File: src/rtl/stb_gen.sv
// Measures the period of sig_i over 2^AVG_LOG2 rising edges, then free-runs a dithered 1-clock strobe.
// Define STB_GEN_SIG_SYNC_EN to put a 2-flop synchronizer in front of the edge detector.
`timescale 1ns/1ps
module stb_gen #(
  parameter int unsigned T_CNT_WIDTH = 32,
  parameter int unsigned AVG_LOG2    = 3,
  parameter int unsigned MIN_PERIOD  = 2
) (
  input  logic                   clk_i,
  input  logic                   arst_i,
  input  logic                   sig_i,
  input  logic                   run_det_i,
  input  logic                   oe_i,
  output logic                   stb_o,
  output logic                   rdy_o,
  output logic                   err_o,
  output logic [T_CNT_WIDTH-1:0] stb_period_o
);

  localparam int unsigned EC_W  = AVG_LOG2 + 1;
  localparam int unsigned N_AVG = 1 << AVG_LOG2;

  typedef enum logic [2:0] {IDLE, ARM, WAIT_EDGE, MEASURE, RUN, ERR} state_t;

  state_t                 r_state, w_state_nxt;
  logic [T_CNT_WIDTH-1:0] r_total, w_total_nxt;
  logic [EC_W-1:0]        r_edge_cnt, w_edge_cnt_nxt;
  logic [T_CNT_WIDTH-1:0] r_ivl, w_ivl_nxt;
  logic [AVG_LOG2-1:0]    r_acc, w_acc_nxt;
  logic [AVG_LOG2-1:0]    r_frac, w_frac_nxt;
  logic [T_CNT_WIDTH-1:0] r_period, w_period_nxt;
  logic                   r_rdy, w_rdy_nxt;
  logic                   r_err, w_err_nxt;
  logic                   r_stb, w_stb_nxt;
  logic                   r_sig_d, r_edge;
  logic                   w_sig;

  logic [T_CNT_WIDTH-1:0] w_total_inc;
  logic [EC_W-1:0]        w_edge_cnt_inc;
  logic [T_CNT_WIDTH-1:0] w_meas_period;
  logic [AVG_LOG2-1:0]    w_meas_frac;
  logic [EC_W-1:0]        w_acc_sum;

`ifdef STB_GEN_SIG_SYNC_EN
  logic r_sync1, r_sync2;

  // Two-flop synchronizer for a truly asynchronous comparator output
  always_ff @(posedge clk_i) begin
    if (arst_i) begin
      r_sync1 <= 1'b0;
      r_sync2 <= 1'b0;
    end else begin
      r_sync1 <= sig_i;
      r_sync2 <= r_sync1;
    end
  end
  assign w_sig = r_sync2;
`else
  assign w_sig = sig_i;
`endif

  // Registered rising-edge detector
  always_ff @(posedge clk_i) begin
    if (arst_i) begin
      r_sig_d <= 1'b0;
      r_edge  <= 1'b0;
    end else begin
      r_sig_d <= w_sig;
      r_edge  <= w_sig & ~r_sig_d;
    end
  end

  assign w_total_inc    = r_total + T_CNT_WIDTH'(1);
  assign w_edge_cnt_inc = r_edge_cnt + EC_W'(1);
  assign w_meas_period  = w_total_inc >> AVG_LOG2;
  assign w_meas_frac    = w_total_inc[AVG_LOG2-1:0];
  assign w_acc_sum      = {1'b0, r_acc} + {1'b0, r_frac};

  // State and datapath registers
  always_ff @(posedge clk_i) begin
    if (arst_i) begin
      r_state    <= IDLE;
      r_total    <= '0;
      r_edge_cnt <= '0;
      r_ivl      <= '0;
      r_acc      <= '0;
      r_frac     <= '0;
      r_period   <= '0;
      r_rdy      <= 1'b0;
      r_err      <= 1'b0;
      r_stb      <= 1'b0;
    end else begin
      r_state    <= w_state_nxt;
      r_total    <= w_total_nxt;
      r_edge_cnt <= w_edge_cnt_nxt;
      r_ivl      <= w_ivl_nxt;
      r_acc      <= w_acc_nxt;
      r_frac     <= w_frac_nxt;
      r_period   <= w_period_nxt;
      r_rdy      <= w_rdy_nxt;
      r_err      <= w_err_nxt;
      r_stb      <= w_stb_nxt & oe_i;
    end
  end

  // Next-state and datapath logic
  always_comb begin
    w_state_nxt    = r_state;
    w_total_nxt    = r_total;
    w_edge_cnt_nxt = r_edge_cnt;
    w_ivl_nxt      = r_ivl;
    w_acc_nxt      = r_acc;
    w_frac_nxt     = r_frac;
    w_period_nxt   = r_period;
    w_rdy_nxt      = r_rdy;
    w_err_nxt      = r_err;
    w_stb_nxt      = 1'b0;

    if (run_det_i) begin
      w_state_nxt    = ARM;
      w_total_nxt    = '0;
      w_edge_cnt_nxt = '0;
      w_ivl_nxt      = '0;
      w_acc_nxt      = '0;
      w_rdy_nxt      = 1'b0;
      w_err_nxt      = 1'b0;
    end else begin
      case (r_state)
        IDLE: ;
        ARM: w_state_nxt = WAIT_EDGE;
        WAIT_EDGE: begin
          if (r_edge) begin
            w_total_nxt    = '0;
            w_edge_cnt_nxt = '0;
            w_state_nxt    = MEASURE;
          end
        end
        MEASURE: begin
          if (r_total == '1) begin
            w_err_nxt   = 1'b1;
            w_state_nxt = ERR;
          end else begin
            w_total_nxt = w_total_inc;
            if (r_edge) begin
              w_edge_cnt_nxt = w_edge_cnt_inc;
              if (w_edge_cnt_inc == EC_W'(N_AVG)) begin
                if (w_meas_period < T_CNT_WIDTH'(MIN_PERIOD)) begin
                  w_err_nxt   = 1'b1;
                  w_state_nxt = ERR;
                end else begin
                  // First strobe next cycle; accumulator starts at 0 so this add never carries
                  w_period_nxt = w_meas_period;
                  w_frac_nxt   = w_meas_frac;
                  w_acc_nxt    = w_meas_frac;
                  w_ivl_nxt    = w_meas_period;
                  w_rdy_nxt    = 1'b1;
                  w_stb_nxt    = 1'b1;
                  w_state_nxt  = RUN;
                end
              end
            end
          end
        end
        RUN: begin
          if (r_ivl == T_CNT_WIDTH'(1)) begin
            w_stb_nxt = 1'b1;
            w_acc_nxt = w_acc_sum[AVG_LOG2-1:0];
            w_ivl_nxt = r_period + T_CNT_WIDTH'(w_acc_sum[AVG_LOG2]);
          end else begin
            w_ivl_nxt = r_ivl - T_CNT_WIDTH'(1);
          end
        end
        ERR: begin
          w_rdy_nxt = 1'b0;
          w_err_nxt = 1'b1;
        end
        default: w_state_nxt = IDLE;
      endcase
    end
  end

  assign stb_o        = r_stb;
  assign rdy_o        = r_rdy;
  assign err_o        = r_err;
  assign stb_period_o = r_period;

endmodule

File: config.mk
export PLATFORM = sky130hd
export DESIGN_NAME = stb_gen
export DESIGN_NICKNAME = d
export VERILOG_FILES = /design/src/rtl/stb_gen.sv
export SDC_FILE = /design/constraint.sdc
export NUM_CORES = 1
export LEC_CHECK = 0
export CAP_MARGIN = 20
export CORE_UTILIZATION = 55
export CTS_BUF_LIST = sky130_fd_sc_hd__clkbuf_8
export CTS_CLUSTER_SIZE = 8
export DETAILED_ROUTE_END_ITERATION = 10
export PLACE_DENSITY = 0.82
export SYNTH_ARGS = -nofsm -noshare
export SYNTH_HDL_FRONTEND = slang
export SYNTH_SLANG_ARGS = --single-unit
File: constraint.sdc
create_clock -name clk_i -period 3.2 [get_ports clk_i]
set_clock_uncertainty 0.1 [all_clocks]
set_input_delay 0.64 -clock clk_i [delete_from_list [all_inputs] [get_ports clk_i]]
set_output_delay 0.64 -clock clk_i [all_outputs]
set_load 0.05 [all_outputs]
==> flow_summary.html <==
<table>
<tr><th>Metric</th><th>Value</th></tr>
<tr><th colspan="2">Status</th></tr>
<tr><td>Run status</td><td>complete, but fails checks</td></tr>
<tr><td>Failing checks</td><td>setup timing</td></tr>
<tr><th colspan="2">Clocking</th></tr>
<tr><td>CTS root buffer</td><td>clkbuf_8</td></tr>
<tr><td>Clock transition at the registers of the reported paths</td><td>110 ps</td></tr>
<tr><td>Clock buffer depth</td><td>2</td></tr>
<tr><td>Clock tree from TritonCTS</td><td>built</td></tr>
<tr><td>Cts-stage hold buffer count</td><td>0</td></tr>
<tr><td>H-tree depth</td><td>3</td></tr>
<tr><td>CTS Buf Count</td><td>9</td></tr>
<tr><td>Worst-skew pair later-pin latency</td><td>400 ps</td></tr>
<tr><td>Clk sink count</td><td>111</td></tr>
<tr><th colspan="2">Finish</th></tr>
<tr><td>Filler Cells Inserted</td><td>984</td></tr>
<tr><td>Most frequent standard cell in the layout excluding fill and tap cells</td><td>dfxtp_1</td></tr>
<tr><td>Final non-filler cell area</td><td>0.00874 mm²</td></tr>
<tr><td>Layout cells sized above 1</td><td>18.2%</td></tr>
<tr><td>Post-synthesis to final-layout area growth</td><td>22.4%</td></tr>
<tr><td>Diodes inserted</td><td>0</td></tr>
<tr><td>Count of nets after finishing</td><td>1023</td></tr>
<tr><td>Finished Core Util</td><td>69.3%</td></tr>
<tr><td>Most frequent cells in the layout</td><td>dfxtp_1, buf_4, nor2_1</td></tr>
<tr><th colspan="2">Logic synthesis</th></tr>
<tr><td>Mean instance size in the synthesized netlist</td><td>7.58 µm²</td></tr>
<tr><td>Number of warnings printed during yosys synthesis</td><td>0</td></tr>
<tr><td>Cell variety after synth</td><td>57</td></tr>
<tr><td>Gate count after technology mapping</td><td>943</td></tr>
<tr><td>Most frequently used flop master after synthesis</td><td>dfxtp_1</td></tr>
<tr><td>Register area share after synthesis</td><td>31.1%</td></tr>
<tr><td>Fraction of synthesis flops using an asynchronous set or reset pin</td><td>0%</td></tr>
<tr><td>Number of register bits inferred by synthesis</td><td>111</td></tr>
<tr><td>Area of the mapped netlist</td><td>0.00714 mm²</td></tr>
<tr><td>EDFF count, synth</td><td>0</td></tr>
<tr><th colspan="2">STA</th></tr>
<tr><td>Timing-limited maximum frequency</td><td>305 MHz</td></tr>
<tr><td>Number of endpoints failing setup at the final stage</td><td>24</td></tr>
<tr><td>Final hold violations</td><td>0</td></tr>
<tr><td>Post-layout worst setup margin</td><td>-81.6 ps</td></tr>
<tr><td>Fin crit period</td><td>3280 ps</td></tr>
<tr><td>Period utilization</td><td>103%</td></tr>
<tr><td>Count of final max-slew check failures</td><td>0</td></tr>
<tr><td>RSZ-0062 raised after global routing</td><td>true</td></tr>
<tr><td>Relative slew slack</td><td>34.9%</td></tr>
<tr><td>Slew @ Worst Pin</td><td>971 ps</td></tr>
<tr><td>Final hold slack</td><td>289 ps</td></tr>
<tr><th colspan="2">Setup path</th></tr>
<tr><td>Data required time of the worst path</td><td>3370 ps</td></tr>
<tr><td>Delay-heaviest family, CP</td><td>simple AND/OR/NAND/NOR gates</td></tr>
<tr><td>Critical Path Start Type</td><td>flip-flop</td></tr>
<tr><td>Startpoint of the worst register-to-register path</td><td>r_total[1]</td></tr>
<tr><td>Critical Setup Path Class</td><td>reg2reg</td></tr>
<tr><td>Crit path max fanout</td><td>18</td></tr>
<tr><td>Capture instance of the worst register-to-register path</td><td>stb_period_o[26]</td></tr>
<tr><td>Worst path cell trace</td><td>ha_4, nand3_4, or3_4, buf_6, o31a_1, nor4_1, nand4_1, or4_4, buf_12, a31oi_1, a211oi_2</td></tr>
<tr><td>Worst-case register-to-register setup slack</td><td>-80 ps</td></tr>
<tr><td>Critical Path AT</td><td>3450 ps</td></tr>
<tr><td>Buf/Inv on CP</td><td>2</td></tr>
<tr><td>Element type at the critical path end</td><td>flip-flop</td></tr>
<tr><td>Slowest stage cell on the critical path</td><td>or4_4</td></tr>
<tr><td>Path depth of the worst reg2reg path</td><td>11</td></tr>
<tr><td>Largest stage delay, worst path</td><td>650 ps</td></tr>
<tr><th colspan="2">Floorplan</th></tr>
<tr><td>Die extent in x</td><td>116 µm</td></tr>
<tr><td>Starting utilization of the core area</td><td>56.6%</td></tr>
<tr><td>Die area</td><td>0.0134 mm²</td></tr>
<tr><td>Die Height</td><td>116 µm</td></tr>
<tr><td>Number of placement rows</td><td>41</td></tr>
<tr><td>Placeable core region</td><td>0.0126 mm²</td></tr>
<tr><td>I/O pins</td><td>40</td></tr>
<tr><th colspan="2">Min path</th></tr>
<tr><td>Worst Hold Endpoint</td><td>r_edge</td></tr>
<tr><td>Hold path startpoint</td><td>r_sig_d</td></tr>
<tr><td>Hold Path Depth</td><td>1</td></tr>
<tr><td>Path class of the lowest-slack min-delay path</td><td>reg2reg</td></tr>
<tr><th colspan="2">Route</th></tr>
<tr><td>Vias/cell</td><td>6.62</td></tr>
<tr><td>Iteration-0 DRC count of the detailed router</td><td>979</td></tr>
<tr><td>Per-cell routed wire length</td><td>19.6 µm</td></tr>
<tr><td>DR pass1 iterations</td><td>5</td></tr>
<tr><td>Total Routed Length</td><td>23200 µm</td></tr>
<tr><td>Post-detailed-route count of antenna-violating nets</td><td>0</td></tr>
<tr><td>DRC violations left</td><td>0</td></tr>
<tr><td>Via count of the routed design</td><td>7839</td></tr>
<tr><th colspan="2">Place</th></tr>
<tr><td>Post-Place Worst Slack</td><td>-74.6 ps</td></tr>
<tr><td>Final RePlAce weighted congestion</td><td>0.988</td></tr>
<tr><td>IO Port Bufs</td><td>36</td></tr>
<tr><td>HPWL after detailed placement</td><td>15200 µm</td></tr>
<tr><td>Cell area after placement</td><td>0.00813 mm²</td></tr>
<tr><th colspan="2">GRT</th></tr>
<tr><td>All-layer global routing usage</td><td>32.7%</td></tr>
<tr><td>Busiest metal layer after global routing</td><td>met2</td></tr>
<tr><td>Met2 track demand over resource in global routing</td><td>52.2%</td></tr>
<tr><td>Met1 routing resource usage after global routing</td><td>43.9%</td></tr>
<tr><td>First-pass GRT wire length</td><td>34500 µm</td></tr>
<tr><td>Maximum number of pins on one net before global-route repair</td><td>42</td></tr>
<tr><td>Met3 usage in global routing</td><td>6.43%</td></tr>
<tr><td>Vias in the first global route</td><td>6759</td></tr>
<tr><td>Number of antenna violations at the first check in global routing</td><td>0</td></tr>
<tr><td>Global-route congestion overflow total</td><td>0</td></tr>
<tr><th colspan="2">Flow run</th></tr>
<tr><td>Number of violations of the max-capacitance limit</td><td>0</td></tr>
<tr><th colspan="2">Power and ir drop</th></tr>
<tr><td>Cell leakage power</td><td>0.00307 µW</td></tr>
<tr><td>Power Density</td><td>278 mW/mm²</td></tr>
<tr><td>Largest voltage drop on the vdd net</td><td>0.236 mV</td></tr>
</table>
## area by class of cell
cell class              count  area, µm²  area share (%)
clock inverters             5       63.8           0.730
clock buffers              11        151            1.73
inverters                  20       75.1           0.858
repair buffers            135       1230            14.1
flip-flops and latches    111       2230            25.5
multi-input cells         731       4780            54.6
well taps                 172        215            2.46
## timing repair
action                                  in CTS  in global routing
endpoints found under the setup margin      62                 71
gates cloned                                 0                  4
setup buffers                                3                  3
pin swaps                                    1                 19
gates resized for setup                      4                 53
## how the worst max path moves through the flow
stage          startpoint                to  slack, ps  cells past startpoint
6_report       r_total[1]  stb_period_o[26]        -80                     11
5_1_grt        r_total[3]  stb_period_o[14]       -190                     10
4_1_cts        r_total[1]  stb_period_o[22]          3                     11
3_5_place_dp   r_total[1]         r_ivl[16]        -70                     12
3_3_place_gp   r_total[1]         r_ivl[21]         20                     11
2_1_floorplan  r_total[0]          r_ivl[1]          5                     12
## synth_stat cells, types with 2 or more instances
library cell / n / area (µm²)
o2111ai_1: 4 / 35.0
nor3_1: 51 / 255
nand3b_1: 3 / 22.5
o41ai_1: 2 / 17.5
buf_1: 5 / 18.8
o31a_1: 5 / 43.8
o31ai_1: 3 / 22.5
clkbuf_1: 48 / 180
a31oi_1: 66 / 413
and4_1: 6 / 52.6
xnor2_1: 41 / 359
a21oi_1: 58 / 290
and2_1: 4 / 25.0
or4_1: 9 / 67.6
xor2_1: 39 / 342
buf_6: 4 / 45.0
dfxtp_1: 111 / 2220
nand4b_1: 2 / 17.5
ha_1: 9 / 113
o211a_1: 3 / 30.0
buf_4: 6 / 45.0
or2_1: 2 / 12.5
o21ai_1: 2 / 10.0
and3_1: 11 / 68.8
o211ai_1: 26 / 195
mux2_2: 3 / 33.8
nor2_1: 84 / 315
or2_2: 6 / 37.5
nor4_1: 30 / 188
a22oi_1: 4 / 30.0
nand2b_1: 5 / 31.3
nor2b_1: 7 / 43.8
o21ai_0: 24 / 120
a21o_1: 3 / 22.5
mux2i_1: 4 / 40.0
nand2_1: 79 / 297
inv_1: 20 / 75.1
nand4_1: 21 / 131
buf_2: 19 / 95.1
a211oi_1: 35 / 263
nand3_1: 44 / 220
nor4_2: 3 / 37.5
a32oi_1: 5 / 43.8
or3_1: 14 / 87.6
## metal layers
| layer | up-vias | routed length [µm] |
|---|---|---|
| met3 | 65 | 2210 |
| met4 | 0 | 682 |
| met2 | 489 | 10900 |
| met5 | - | 0 |
| li1 | 3605 | - |
| met1 | 3680 | 9450 |
## report_power, final
| part | switching, µW | internal (µW) |
|---|---|---|
| logic | 78.2 | 29.3 |
| registers | 3.69 | 1380 |
| clock network | 522 | 414 |
| total | 604 | 1830 |
## state kept, by name, indices dropped and copies added (netlist names)
register and flops:
r_edge_cnt 4, r_edge 1, stb_o 1, r_sig_d 1, r_acc 3, rdy_o 1
r_frac 3, r_state 3, r_ivl 32, err_o 1, stb_period_o 29, r_total 32
## cells by family (layout without fill, tap and decap cells)
family | count (synthesis) | in the layout | share of synthesized area [%]
xor+xnor | 80 | 80 | 9.81
mux | 7 | 7 | 1.03
buf+inv | 103 | 171 | 6.50
other cells | 1 | 3 | 0.0525
fa+ha+maj | 10 | 10 | 1.86
simple gates | 384 | 384 | 27.1
flops | 111 | 111 | 31.1
compound gates | 247 | 247 | 22.5
## metrics by stage
stage                     setup TNS [ps]  power, µW  std cells
after floorplan                        0       1480        945
after global placement                 0       1510       1160
after detailed placement           -1570       1510       1160
after CTS                              0       2410       1179
after global routing               -5480       2480       1185
final                               -712       2430       1185
(Power assumes the default switching activity.)
